## src/rtl/pc_sequencer.sv

```systemverilog
// Next-PC selection for the RV32 fetch stage.
// Boot/run/halt control, pending redirects and pipeline flush strobes.
module pc_sequencer #(
   parameter logic [31:0] RESET_PC    = 32'h0000_0000,
   parameter int unsigned BOOT_CYCLES = 4
) (
   input  logic        clk,
   input  logic        rst_n,
   input  logic [31:0] pc_cur,
   output logic [31:0] pc_new,
   output logic        imem_req,
   input  logic        imem_ack,
   input  logic        stall_id,
   input  logic        br_taken,
   input  logic [31:0] br_target,
   input  logic        jmp_valid,
   input  logic [31:0] jmp_target,
   input  logic        trap_valid,
   input  logic [31:0] trap_vec,
   input  logic        halt,
   output logic        flush_ifid,
   output logic        flush_idex,
   output logic        misalign_err,
   output logic [1:0]  state
);

   typedef enum logic [1:0] {
      BOOT   = 2'd0,
      RUN    = 2'd1,
      HALTED = 2'd2
   } state_t;

   localparam logic [3:0] BOOT_LAST = 4'(BOOT_CYCLES - 1);

   state_t      state_q, state_d;
   logic [3:0]  cnt_q, cnt_d;
   logic        pend_valid_q, pend_valid_d;
   logic [31:0] pend_target_q, pend_target_d;
   logic [31:0] br_al, jmp_al;

   assign br_al  = {br_target[31:2], 2'b00};
   assign jmp_al = {jmp_target[31:2], 2'b00};
   assign state  = state_q;

   always_ff @(posedge clk or negedge rst_n) begin
      if (!rst_n) begin
         state_q       <= BOOT;
         cnt_q         <= 4'd0;
         pend_valid_q  <= 1'b0;
         pend_target_q <= 32'd0;
      end else begin
         state_q       <= state_d;
         cnt_q         <= cnt_d;
         pend_valid_q  <= pend_valid_d;
         pend_target_q <= pend_target_d;
      end
   end

   always_comb begin
      state_d       = state_q;
      cnt_d         = cnt_q;
      pend_valid_d  = pend_valid_q;
      pend_target_d = pend_target_q;
      pc_new        = pc_cur;
      imem_req      = 1'b0;
      flush_ifid    = 1'b0;
      flush_idex    = 1'b0;
      misalign_err  = 1'b0;

      unique case (state_q)
         BOOT: begin
            pc_new     = RESET_PC;
            flush_ifid = 1'b1;
            flush_idex = 1'b1;
            cnt_d      = cnt_q + 4'd1;
            if (cnt_q == BOOT_LAST) state_d = RUN;
         end
         RUN: begin
            imem_req = 1'b1;
            if (trap_valid) begin
               pc_new       = trap_vec;
               flush_ifid   = 1'b1;
               flush_idex   = 1'b1;
               pend_valid_d = 1'b0;
            end else if (pend_valid_q && imem_ack) begin
               pc_new       = pend_target_q;
               flush_ifid   = 1'b1;
               pend_valid_d = 1'b0;
            end else if (br_taken && !pend_valid_q) begin
               misalign_err = |br_target[1:0];
               flush_ifid   = 1'b1;
               flush_idex   = 1'b1;
               if (imem_ack) begin
                  pc_new = br_al;
               end else begin
                  pend_valid_d  = 1'b1;
                  pend_target_d = br_al;
               end
            end else if (jmp_valid && !pend_valid_q) begin
               misalign_err = |jmp_target[1:0];
               flush_ifid   = 1'b1;
               if (imem_ack) begin
                  pc_new = jmp_al;
               end else begin
                  pend_valid_d  = 1'b1;
                  pend_target_d = jmp_al;
               end
            end else if (halt) begin
               state_d = HALTED;
            end else if (!stall_id && imem_ack) begin
               pc_new = pc_cur + 32'd4;
            end
         end
         HALTED: begin
            if (trap_valid) begin
               state_d      = RUN;
               pc_new       = trap_vec;
               flush_ifid   = 1'b1;
               flush_idex   = 1'b1;
               pend_valid_d = 1'b0;
            end
         end
         default: begin
            state_d = BOOT;
            cnt_d   = 4'd0;
            pc_new  = RESET_PC;
         end
      endcase
   end

endmodule

```

## config.mk

```make
export PLATFORM = sky130hd
export DESIGN_NAME = pc_sequencer
export DESIGN_NICKNAME = d
export VERILOG_FILES = /design/src/rtl/pc_sequencer.sv
export SDC_FILE = /design/constraint.sdc
export NUM_CORES = 1
export LEC_CHECK = 0
export ABC_AREA = 1
export CORE_MARGIN = 2
export CORE_UTILIZATION = 52
export CTS_BUF_LIST = sky130_fd_sc_hd__clkbuf_2
export CTS_CLUSTER_DIAMETER = 60
export CTS_CLUSTER_SIZE = 16
export DETAILED_ROUTE_END_ITERATION = 16
export GPL_TIMING_DRIVEN = 0
export PLACE_DENSITY = 0.9
export SLEW_MARGIN = 25
export SYNTH_ARGS = -nofsm -noshare
export SYNTH_HDL_FRONTEND = slang
export SYNTH_SLANG_ARGS = --single-unit
```

## constraint.sdc

```tcl
create_clock -name clk -period 3.5 [get_ports clk]
set_clock_uncertainty 0.15 [all_clocks]
set_input_delay 0.7 -clock clk [delete_from_list [all_inputs] [get_ports clk]]
set_output_delay 0.7 -clock clk [all_outputs]
set_load 0.01 [all_outputs]
```

# After elaboration in Yosys (flattened, before gate mapping)
# Index checks and enable logic that the tools add are counted.
# W data, S select, Z words.
dict set report totals {
  reg_bits 39
  in_bits 136
}
dict set report classes {
  n_mux 46
  n_addsub 2
  bitwise_logic 2
  n_eq_ne 13
  n_reduce_logical 15
}
# operator n
set ops {}
lappend ops {{$mux W32} 13}
lappend ops {{$pmux W32 S2} 1}
lappend ops {{$add A32 B3 Y32 const B} 1}
lappend ops {{$mux W1} 20}
lappend ops {{$ne A2 B2 Y1 const B} 9}
lappend ops {{$mux W2} 7}
lappend ops {{$pmux W4 S2} 1}
lappend ops {{$reduce_and A7 Y1} 1}
lappend ops {{$pmux W1 S3} 2}
lappend ops {{$pmux W2 S3} 1}
lappend ops {{$reduce_and A6 Y1} 1}
lappend ops {{$reduce_or A2 Y1} 3}
lappend ops {{$ne A5 B5 Y1 const B} 1}
lappend ops {{$add A4 B1 Y4 const B} 1}
lappend ops {{$eq A4 B2 Y1 const B} 1}
lappend ops {{$logic_and A1 B1 Y1} 4}
lappend ops {{$reduce_bool A2 Y1} 2}
lappend ops {{$reduce_and A3 Y1} 1}
lappend ops {{$eq A2 B1 Y1 const B} 1}
lappend ops {{$eq A2 B2 Y1 const B} 1}
lappend ops {{$logic_not A1 Y1} 2}
lappend ops {{$logic_not A2 Y1} 1}
lappend ops {{$not A1 Y1} 2}
lappend ops {{$pmux W1 S2} 1}

# Longest topological paths before layout
# Gate-level depths: netlist of run 1.
dict set report logic_depth {
  word_depth 9
  depth_mapped 15
}

# Worst setup path before layout of run 1
# No wires, ideal clock.
dict set report synth_path {
  kind {in2out}
  from {in pc_cur[2]}
  to {out pc_new[18]}
  required_time_ps 2650
  slack_ps 758
  path_stages 11
  arrival_ps 1892
  n_path_buf 0
  cell_sequence {ha_1 -> inv_1 -> nor2_1 -> nand2_4 -> nor2_8 -> nand2_1 -> o21ai_1 -> o21ai_0 -> nand3_1 -> nand2_1 -> a21oi_1}
}
dict set report synth_via {
  elab_chain_len 8
}
# element line_no
set synth_rtl {}
lappend synth_rtl {{start: declaration} 9} ;# input logic [31:0] pc_cur,
lappend synth_rtl {{$add A32 B3 Y32} 111} ;# pc_new = pc_cur + 32'd4;
lappend synth_rtl {{$mux W32} 110} ;# end else if (!stall_id && imem_ack) begin
lappend synth_rtl {{$mux W32} 108} ;# end else if (halt) begin
lappend synth_rtl {{$mux W32} 99} ;# end else if (jmp_valid && !pend_valid_q) begin
lappend synth_rtl {{$mux W32} 89} ;# end else if (br_taken && !pend_valid_q) begin
lappend synth_rtl {{$mux W32} 85} ;# end else if (pend_valid_q && imem_ack) begin
lappend synth_rtl {{$mux W32} 80} ;# if (trap_valid) begin
lappend synth_rtl {{$pmux W32 S2} 70} ;# unique case (state_q)
lappend synth_rtl {{end: declaration} 10} ;# output logic [31:0] pc_new,
# Every way passes these cells.

# Worst setup path in the final report of run 1
dict set report layout_path {
  from {in halt}
  to {out pc_new[22]}
}
dict set report layout_via {
  elab_chain_len 6
}
# element line_no
set layout_rtl {}
lappend layout_rtl {{start: declaration} 20} ;# input logic halt,
lappend layout_rtl {{$mux W32} 108}
lappend layout_rtl {{$mux W32} 99}
lappend layout_rtl {{$mux W32} 89}
lappend layout_rtl {{$mux W32} 85}
lappend layout_rtl {{$mux W32} 80}
lappend layout_rtl {{$pmux W32 S2} 70}
# Every way passes these cells.

==> results.ini, run 1 <==
[synth]
syn_area_per_cell_um2=5.60
ys_types=37
netlist_instances=909
netlist_area_um2=5090
async_flop_share_pct=100
synth-seq-area-share_pct=18.2
synth_top_cell_by_area=nand2_1
ys_top_cells_by_area=nand2_1 (19%), dfrtp_1 (18%), o21ai_0 (9.9%)
synth_edf_count=0
synth-seq-cells=37
yosys_warnings=0
synth_flop_cell=dfrtp_1
synth_top_area_share_pct=18.6
syn_nets=1051

[drt]
drcViolationCount=0
wirelength_um=24100
drt_iter0_drc=839
wl_per_cell_um=19.4
firstDrtPassIters=8
postRouteAntennaNets=0
vias=7548
viasPerCell=6.07

[grt]
antenna_found_initial=0
grt_max_degree=23
grt_pass1_vias=7105
grt_pass1_wl_um=36100
track_usage_pct=44.6
grt-ovfl-total=0

[setup_path]
rr_endpoint=pend_target_q[2]
reg2reg_depth=8
crit_fanout=5
reg2reg_slack_ns=1.17
slowest_stage=dlygate4sd2_1
critPathMaxStageDelay_ns=0.31
critPathKind=in -> out
cp.required_ns=2.65
r2r-start=state[1]
crit_arrival_ns=2.59
critical_path.startpoint_type=input pin
cp-end-kind=output pin
path_cells=dlygate4sd2_1, inv_2, nand3_4, buf_4, nor2_4, buf_4, nand3_1, nand3_1, nand3_1, nand2_1, nand2_1, nand2_1, a21oi_1, dlygate4sd2_1

[sta]
post-route-min-period_ns=3.44
worst_pin_slew_ns=0.693
fmax_mhz=290
holdWs_ns=0.413
finalHoldViolations=0
drv_slew=0
tns_ns=0
relSlewSlack_pct=53.8
rsz0062_at_grt=yes
period_share_pct=98.4
setup_ws_ns=0.0569
finalSetupViolCount=0

[layout]
layout-drive-gt1-share_pct=14.6
final_cell_mix=nand2_1 (248), clkdlybuf4s50_1 (110), o21ai_0 (99), a21oi_1 (93), inv_1 (79)
area_growth_pct=43.3
final_nets=1251
fin_util_pct=75.6
final_area_um2=7290
n_antenna_cell=0
final_common_cell=nand2_1

[die]
die_h_um=103
start_util_pct=52.8
placementRows=36
die-area_um2=10600
design.core.area_um2=9640
ios=174
fp.dieW_um=103

[clock_network]
clockBufferDepth=2
ctsHtreeMaxLevel=2
insertion_delay_ns=0.46
cts_sinks=37
clkSlewWorstSetupHoldPaths_ns=0.22
cts_made_buffers=5
cts.root.buffer_cell=clkbuf_2
cts_tree=built

[place]
place_area_um2=7000
dp_slack_ns=-0.660
place_congestion=1.08
hpwl_um=17900
port-buffer-count=172

[worst_hold_path]
worstHoldPathCells=2
min_to=pend_target_q[12]
hp-class=reg -> reg
worstHoldStart=pend_target_q[12]

[power]
powerDensity_nw_per_um2=533
intPower_mw=1.78
p_sw_share_pct=54.2
power_switching_mw=2.11
ir_drop_mv=0.583
power_frac_clock_pct=5.9
seq_power_share_pct=19.0
leakage_nw=3.55
pwr-share-comb_pct=75.0

[outcome]
status=finished, final reports clean

[flow_run]
drv_cap=0

==> how the worst max path moves through the flow <==
stage / from / to / slack, ns / cells past startpoint
finish: halt / pc_new[22] / 0.06 / 14
global route: pc_cur[10] / pc_new[22] / -0.04 / 14
CTS: stall_id / pc_new[31] / -0.15 / 15
detailed placement: trap_valid / pc_new[22] / -0.66 / 10
global placement: trap_valid / pc_new[23] / -0.63 / 10
floorplan: pc_cur[2] / pc_new[18] / 0.76 / 11
==> sequential cells by signal (all words and copies together) (netlist names) <==
signal,cells
cnt_q,4
pend_valid_q,1
pend_target_q,30
state,2
==> per-stage QoR <==
step | cells | total power, mW
after global routing | 1243 | 4.12
after detailed placement | 1215 | 3.51
after CTS | 1240 | 3.75
after floorplan | 909 | 2.32
final | 1243 | 3.89
after global placement | 1214 | 3.45
==> cell type report <==
type	instances	area, µm²
Clock inverter	2	10.0
Sequential cell	37	927
Multi-Input combinational cell	725	3650
Buffer	55	347
Clock buffer	6	30.0
Tap cell	133	166
Fill cell	833	2350
Inverter	91	344
Timing Repair Buffer	194	1820
==> worst max-delay path, delay by kind of cell <==
kind | cells | cell delay (ns)
AND/OR/NAND/NOR | 8 | 0.77
buffers and inverters | 5 | 1.04
AO/OA/AOI/OAI | 1 | 0.08
==> power groups by stage <==
stage | clock [mW] | sequential (mW) | combinational [mW]
finish | 0.230 | 0.741 | 2.92
global route | 0.240 | 0.762 | 3.12
CTS | 0.227 | 0.732 | 2.79
detailed placement | 0 | 0.744 | 2.77
global placement | 0 | 0.735 | 2.72
floorplan | 0 | 0.724 | 1.60
==> synthesized netlist by cell type (8+ instances only) <==
| master | instances |
|---|---|
| nand3_1 | 51 |
| a31oi_1 | 22 |
| nand2_1 | 252 |
| a21oi_2 | 9 |
| clkbuf_1 | 26 |
| dfrtp_1 | 37 |
| o21ai_0 | 101 |
| buf_4 | 8 |
| nand4_1 | 8 |
| a21oi_1 | 93 |
| o21ai_1 | 11 |
| nor3_1 | 22 |
| nor2_1 | 83 |
| buf_2 | 22 |
| inv_1 | 83 |
| o211ai_1 | 28 |
==> per-layer routing <==
metal | track usage [%] | up-vias | wire [µm]
met5 | 0 | - | 0
met4 | 24.7 | 0 | 1360
met3 | 13.1 | 141 | 3310
met2 | 70.9 | 662 | 10600
met1 | 54.0 | 3303 | 8910
li1 | - | 3442 | -
==> kinds of logic (layout without fill, tap and decap cells) <==
group           count (synthesis)  in the layout  synth area share, %
simple gates                  442            443                 37.9
compound gates                272            272                 29.7
buf+inv                       148            348                 12.0
flops                          37             37                 18.2
fa+ha+maj                       6              6                 1.48
xor+xnor                        4              4                0.689
==> timing repair <==
action                                  in CTS  in global routing
gates resized for setup                    130                 50
cloned                                       1                  0
hold buffers                                 1                  0
buffers inserted                            16                  4
pin swaps                                    4                 11
endpoints found under the hold margin        3                  0
endpoints found under the setup margin      34                 30
Note: power is estimated with default switching activity, not from simulation.
==> inputs of run 2 (changes only) <==
==> constraint.sdc (replaced) <==
create_clock -name clk -period 4.2 [get_ports clk]
set_clock_uncertainty 0.15 [all_clocks]
set_input_delay 0.84 -clock clk [delete_from_list [all_inputs] [get_ports clk]]
set_output_delay 0.84 -clock clk [all_outputs]
set_load 0.01 [all_outputs]
==> results.ini, run 2 (same netlist as run 1, synthesis figures left out) <==
[outcome]
status=finished, final reports clean

[power]
p_total_mw=3.25  ; -17%
leakage_nw=3.40  ; -4.1%
ir_drop_mv=0.518  ; -11%
powerDensity_nw_per_um2=451  ; -16%

[grt]
busiest_layer=met2
grt_max_degree=23  ; unchanged
use_met3_pct=11.9  ; -1.2 points
grt_pass1_vias=6833  ; -3.8%
grt-ovfl-total=0  ; unchanged
use_met1_pct=53.5  ; -0.48 points
antenna_found_initial=1  ; +1
track_usage_pct=43.3  ; -1.3 points
met2_usage_pct=67.2  ; -3.7 points
grt_pass1_wl_um=35000  ; -3.2%

[sta]
finalHoldViolations=0  ; unchanged
drv_slew=0  ; unchanged
relSlewSlack_pct=53.9  ; +0.084 points
holdWs_ns=0.166  ; -0.247 ns
fmax_mhz=239
finalSetupViolCount=0  ; unchanged
worst_pin_slew_ns=0.692  ; -0.00126 ns
tns_ns=0  ; unchanged
period_share_pct=99.7
post-route-min-period_ns=4.19

[place]
placed_cells=1215  ; unchanged
place_congestion=1.08  ; unchanged
port-buffer-count=172  ; unchanged
hpwl_um=17900  ; unchanged

[die]
die_h_um=103  ; unchanged
fp.dieW_um=103  ; unchanged
ios=174  ; unchanged
design.core.area_um2=9640  ; unchanged
die-area_um2=10600  ; unchanged
start_util_pct=52.8  ; unchanged
placementRows=36  ; unchanged

[worst_hold_path]
hp-class=in -> async

[setup_path]
path_buf_inv=6  ; +1
crit_arrival_ns=3.20  ; +0.61 ns
cp.required_ns=3.21  ; +0.56 ns
crit_fanout=10  ; +5
reg2reg_depth=8  ; unchanged
crit_family=buffers and inverters
r2r-start=state[1]
startpoint=br_taken
reg2reg_slack_ns=1.76  ; +0.59 ns
slowest_stage=clkdlybuf4s50_1
rr_endpoint=pend_target_q[21]
critPathKind=in -> out
cp-end-kind=output pin
critical_path.startpoint_type=input pin
path_cells=clkdlybuf4s50_1, nand2_1, inv_1, clkbuf_4, buf_2, clkbuf_4, nand2_1, a31oi_1, clkdlybuf4s50_1
critPathMaxStageDelay_ns=0.56  ; +0.25 ns

[drt]
wl_per_cell_um=19.2  ; -1.1%
postRouteAntennaNets=0  ; unchanged
wirelength_um=23600  ; -2.1%
vias=7450  ; -1.3%
firstDrtPassIters=7  ; -1
viasPerCell=6.06  ; -0.26%
drt_iter0_drc=803  ; -4.3%
drcViolationCount=0  ; unchanged

[flow_run]
drv_cap=0  ; unchanged

[clock_network]
ctsHtreeMaxLevel=2  ; unchanged
clockBufferDepth=2  ; unchanged
cts_tree=built
insertion_delay_ns=0.45  ; about the same
cts_made_buffers=5  ; unchanged
cts.root.buffer_cell=clkbuf_2
ctsHoldBuffers=0  ; -1
clkSlewWorstSetupHoldPaths_ns=0.22  ; about the same
cts_sinks=37  ; unchanged

[layout]
layout-drive-gt1-share_pct=10.3  ; -4.3 points
final_common_cell=nand2_1
area_growth_pct=41.6
nFillCells=862  ; +3.5%
regMostFlops=pend_target_q
final_cell_mix=nand2_1 (251), clkdlybuf4s50_1 (141), o21ai_0 (101), a21oi_1 (93), inv_1 (80)
largest_register_ff_count=30  ; unchanged
final_nets=1237  ; -1.1%
fin_cells=1230  ; -1.0%

run 2: cell count changes in the layout (fill, tap and decap cells not counted), sizes merged:
| cell | before | now |
|---|---|---|
| buf | 56 | 36 |
| bufinv | 0 | 1 |
| clkbuf | 44 | 35 |
| clkdlybuf4s15 | 6 | 0 |
| clkdlybuf4s50 | 110 | 141 |
| clkinv | 4 | 2 |
| clkinvlp | 0 | 1 |
| diode | 0 | 1 |
| dlygate4sd2 | 32 | 14 |
| dlygate4sd3 | 1 | 0 |
| dlymetal6s2s | 6 | 16 |
| nor2 | 95 | 94 |
run 2: worst max path at each step:
stage	end	cells after the start
3_3_place_gp	pc_new[23]	10
6_report	flush_idex	9
3_5_place_dp	pc_new[22]	10
2_1_floorplan	pc_new[18]	11
5_1_grt	pc_new[9]	10
4_1_cts	pc_new[10]	13
run 2: routing by layer:
| layer | share of wire [%] | vias up |
|---|---|---|
| li1 | - | 3419 |
| met1 | 38 | 3274 |
| met2 | 44 | 627 |
| met3 | 13 | 130 |
| met4 | 5.7 | 0 |
| met5 | 0 | - |
run 2: timing repair:
item                       in CTS  in global routing
setup buffers                   2                  5
setup endpoints to repair      22                 28
gates resized for setup        22                 54
pin swaps                       1                  2
run 2: final cells by class:
class | instances | area, µm² | share of cell area, %
Sequential cell | 37 | 926 | 12.9
Clock buffer | 6 | 30.0 | 0.417
Tap cell | 133 | 166 | 2.31
Timing Repair Buffer | 180 | 1820 | 25.3
Buffer | 56 | 298 | 4.13
Clock inverter | 2 | 10.0 | 0.139
Multi-Input combinational cell | 724 | 3590 | 49.9
Inverter | 91 | 359 | 4.99
Antenna cell | 1 | 2.50 | 0.0347
run 2: metrics by stage:
step	area, µm²	utilization (%)	worst slack, ns
after floorplan	5090	-	1.18
after global placement	6980	72.4	-0.208
after detailed placement	7000	72.6	-0.240
after CTS	7050	73.1	0.0181
after global routing	7200	74.7	-0.0334
final	7200	74.7	0.0113
run 2: worst register-to-register path, delay by kind of cell, from the launching register on:
family,cells,cell delay [ns]
adders and majority gates,1,0.31
AOI/OAI and AO/OA,1,0.17
and+or+nand+nor,2,0.38
DFF,1,0.49
buffers and inverters,4,0.81
run 2: report_power, final:
part           internal [mW]  switching [mW]  total, mW
clock                 0.0417           0.147      0.189
sequential             0.527          0.0884      0.615
combinational          0.948            1.49       2.44
==> inputs of run 3 (changes only) <==
--- a/config.mk
+++ b/config.mk
@@ -7,13 +7,13 @@
 export LEC_CHECK = 0
 export ABC_AREA = 1
 export CORE_MARGIN = 2
-export CORE_UTILIZATION = 52
+export CORE_UTILIZATION = 50
 export CTS_BUF_LIST = sky130_fd_sc_hd__clkbuf_2
 export CTS_CLUSTER_DIAMETER = 60
 export CTS_CLUSTER_SIZE = 16
 export DETAILED_ROUTE_END_ITERATION = 16
 export GPL_TIMING_DRIVEN = 0
-export PLACE_DENSITY = 0.9
+export PLACE_DENSITY = 0.87
 export SLEW_MARGIN = 25
 export SYNTH_ARGS = -nofsm -noshare
 export SYNTH_HDL_FRONTEND = slang
==> results.ini, run 3 (same netlist as run 1, synthesis figures left out) <==
[layout]
layout-drive-gt1-share_pct=9.41  ; -0.90 points
final_common_cell=nand2_1
nFillCells=905  ; +5.0%
final_cell_mix=nand2_1 (252), clkdlybuf4s50_1 (133), o21ai_0 (101), a21oi_1 (93), inv_1 (81)
area_growth_pct=41.2
final_area_um2=7190  ; -0.23%
largest_register_ff_count=30  ; unchanged
final_nets=1235  ; -0.16%
regArea_um2=926  ; unchanged
regMostFlops=pend_target_q
multi_input_area_um2=3610  ; +0.59%

[die]
design.core.area_um2=9820  ; +1.9%
placementRows=36  ; unchanged
ios=174  ; unchanged
die-area_um2=11000  ; +3.8%
start_util_pct=51.8  ; -0.97 points
fp.dieW_um=105  ; +1.9%
die_h_um=105  ; +1.9%

[sta]
finalHoldViolations=0  ; unchanged
fmax_mhz=240  ; +0.46%
drv_slew=0  ; unchanged
finalSetupViolCount=0  ; unchanged
post-route-min-period_ns=4.17  ; -0.0193 ns
worst_pin_slew_ns=0.807  ; +0.115 ns
relSlewSlack_pct=46.2  ; -7.6 points
period_share_pct=99.3  ; -0.46 points
tns_ns=0  ; unchanged

[setup_path]
critPathKind=reg -> out
reg2reg_depth=8  ; unchanged
reg2reg_slack_ns=1.64  ; -0.12 ns
rr_endpoint=pend_target_q[9]
cp-end-kind=output pin
crit_arrival_ns=3.18  ; -0.02 ns
r2r-start=state[1]
crit_fanout=10  ; unchanged
critical_path.startpoint_type=flop
cp.required_ns=3.21  ; about the same

[power]
leakage_nw=3.47  ; +1.9%
powerDensity_nw_per_um2=444  ; -1.4%
ir_drop_mv=0.356  ; -31%

[clock_network]
cts_made_buffers=5  ; unchanged
clockBufferDepth=2  ; unchanged
cts.root.buffer_cell=clkbuf_2
ctsHoldBuffers=0  ; unchanged
ctsHtreeMaxLevel=2  ; unchanged
clkSlewWorstSetupHoldPaths_ns=0.24  ; +0.02 ns
cts_sinks=37  ; unchanged
insertion_delay_ns=0.43  ; -0.02 ns
cts_tree=built

[drt]
wirelength_um=23700  ; +0.47%
drcViolationCount=0  ; unchanged
viasPerCell=6.03  ; -0.48%
drt_iter0_drc=764  ; -4.9%
firstDrtPassIters=7  ; unchanged
postRouteAntennaNets=0  ; unchanged
vias=7402  ; -0.64%
wl_per_cell_um=19.3  ; +0.64%

[place]
hpwl_um=17800  ; -0.54%
port-buffer-count=172  ; unchanged
place_area_um2=7000  ; unchanged
place_congestion=1.04  ; -3.1%

[grt]
grt_max_degree=22  ; -4.3%
antenna_found_initial=1  ; unchanged
grt-ovfl-total=0  ; unchanged
grt_pass1_wl_um=36400  ; +4.0%
track_usage_pct=42.0  ; -1.3 points
grt_pass1_vias=7027  ; +2.8%

[flow_run]
drv_cap=0  ; unchanged

[worst_hold_path]
hp-class=in -> async

[outcome]
status=finished, final reports clean

[run 3: final cells by class]
| class | instances | area share (%) |
|---|---|---|
| plain buffers | 55 | 3.99 |
| multi-input cells | 725 | 50.3 |
| clock inverters | 3 | 0.174 |
| well taps | 133 | 2.32 |
| inverters | 91 | 4.75 |
| repair buffers | 178 | 25.2 |
| diodes | 1 | 0.0348 |
| clock buffers | 5 | 0.348 |
| flip-flops and latches | 37 | 12.9 |
[run 3: layer usage]
| metal | wire, µm | part of all wire [%] | vias to the layer above | global-route usage (%) |
|---|---|---|---|---|
| met5 | 0 | 0 | - | 0 |
| met4 | 1140 | 4.8 | 0 | 20.0 |
| met3 | 3490 | 15 | 117 | 14.3 |
| met2 | 10300 | 44 | 619 | 65.5 |
| met1 | 8770 | 37 | 3257 | 51.9 |
| li1 | - | - | 3409 | - |
[run 3: where the power goes]
part / leakage [nW] / internal [mW] / switching (mW)
Clock: 0.0278 / 0.0365 / 0.148
Combinational: 3.00 / 0.899 / 1.50
Sequential: 0.440 / 0.527 / 0.0864
Total: 3.47 / 1.46 / 1.73
[run 3: what timing repair did]
action	in CTS	in global routing
hold endpoints to repair	0	0
pin swaps	1	1
gates cloned	1	0
buffers inserted	0	5
resized for setup	27	47
endpoints found under the setup margin	21	26
[run 3: critical path, stage by stage (launching register included)]
cell and delay (ns):
dfrtp_1 0.49, inv_1 0.09, ha_1 0.49, clkbuf_1 0.59, o21ai_0 0.27, a21oi_1 0.24, clkdlybuf4s50_1 0.57
[run 3: worst max path at each step]
stage,from,end,depth (start not counted)
floorplan,pc_cur[2],pc_new[18],11
global placement,trap_valid,pc_new[22],10
detailed placement,trap_valid,pc_new[7],10
CTS,pc_cur[3],pc_new[24],17
global route,trap_valid,pc_new[8],10
finish,state[0],pc_new[8],6
[run 3: metrics by stage]
step	power (mW)	utilization (%)	cells	hold WS [ns]	setup WS [ns]
floorplan	1.94	-	909	0.354	1.18
global placement	2.88	71.0	1214	0.365	-0.162
detailed placement	2.92	71.3	1215	0.382	-0.246
CTS	3.07	71.8	1224	0.178	-0.00287
global route	3.39	73.2	1227	0.190	-0.0733
finish	3.19	73.2	1228	0.167	0.0306
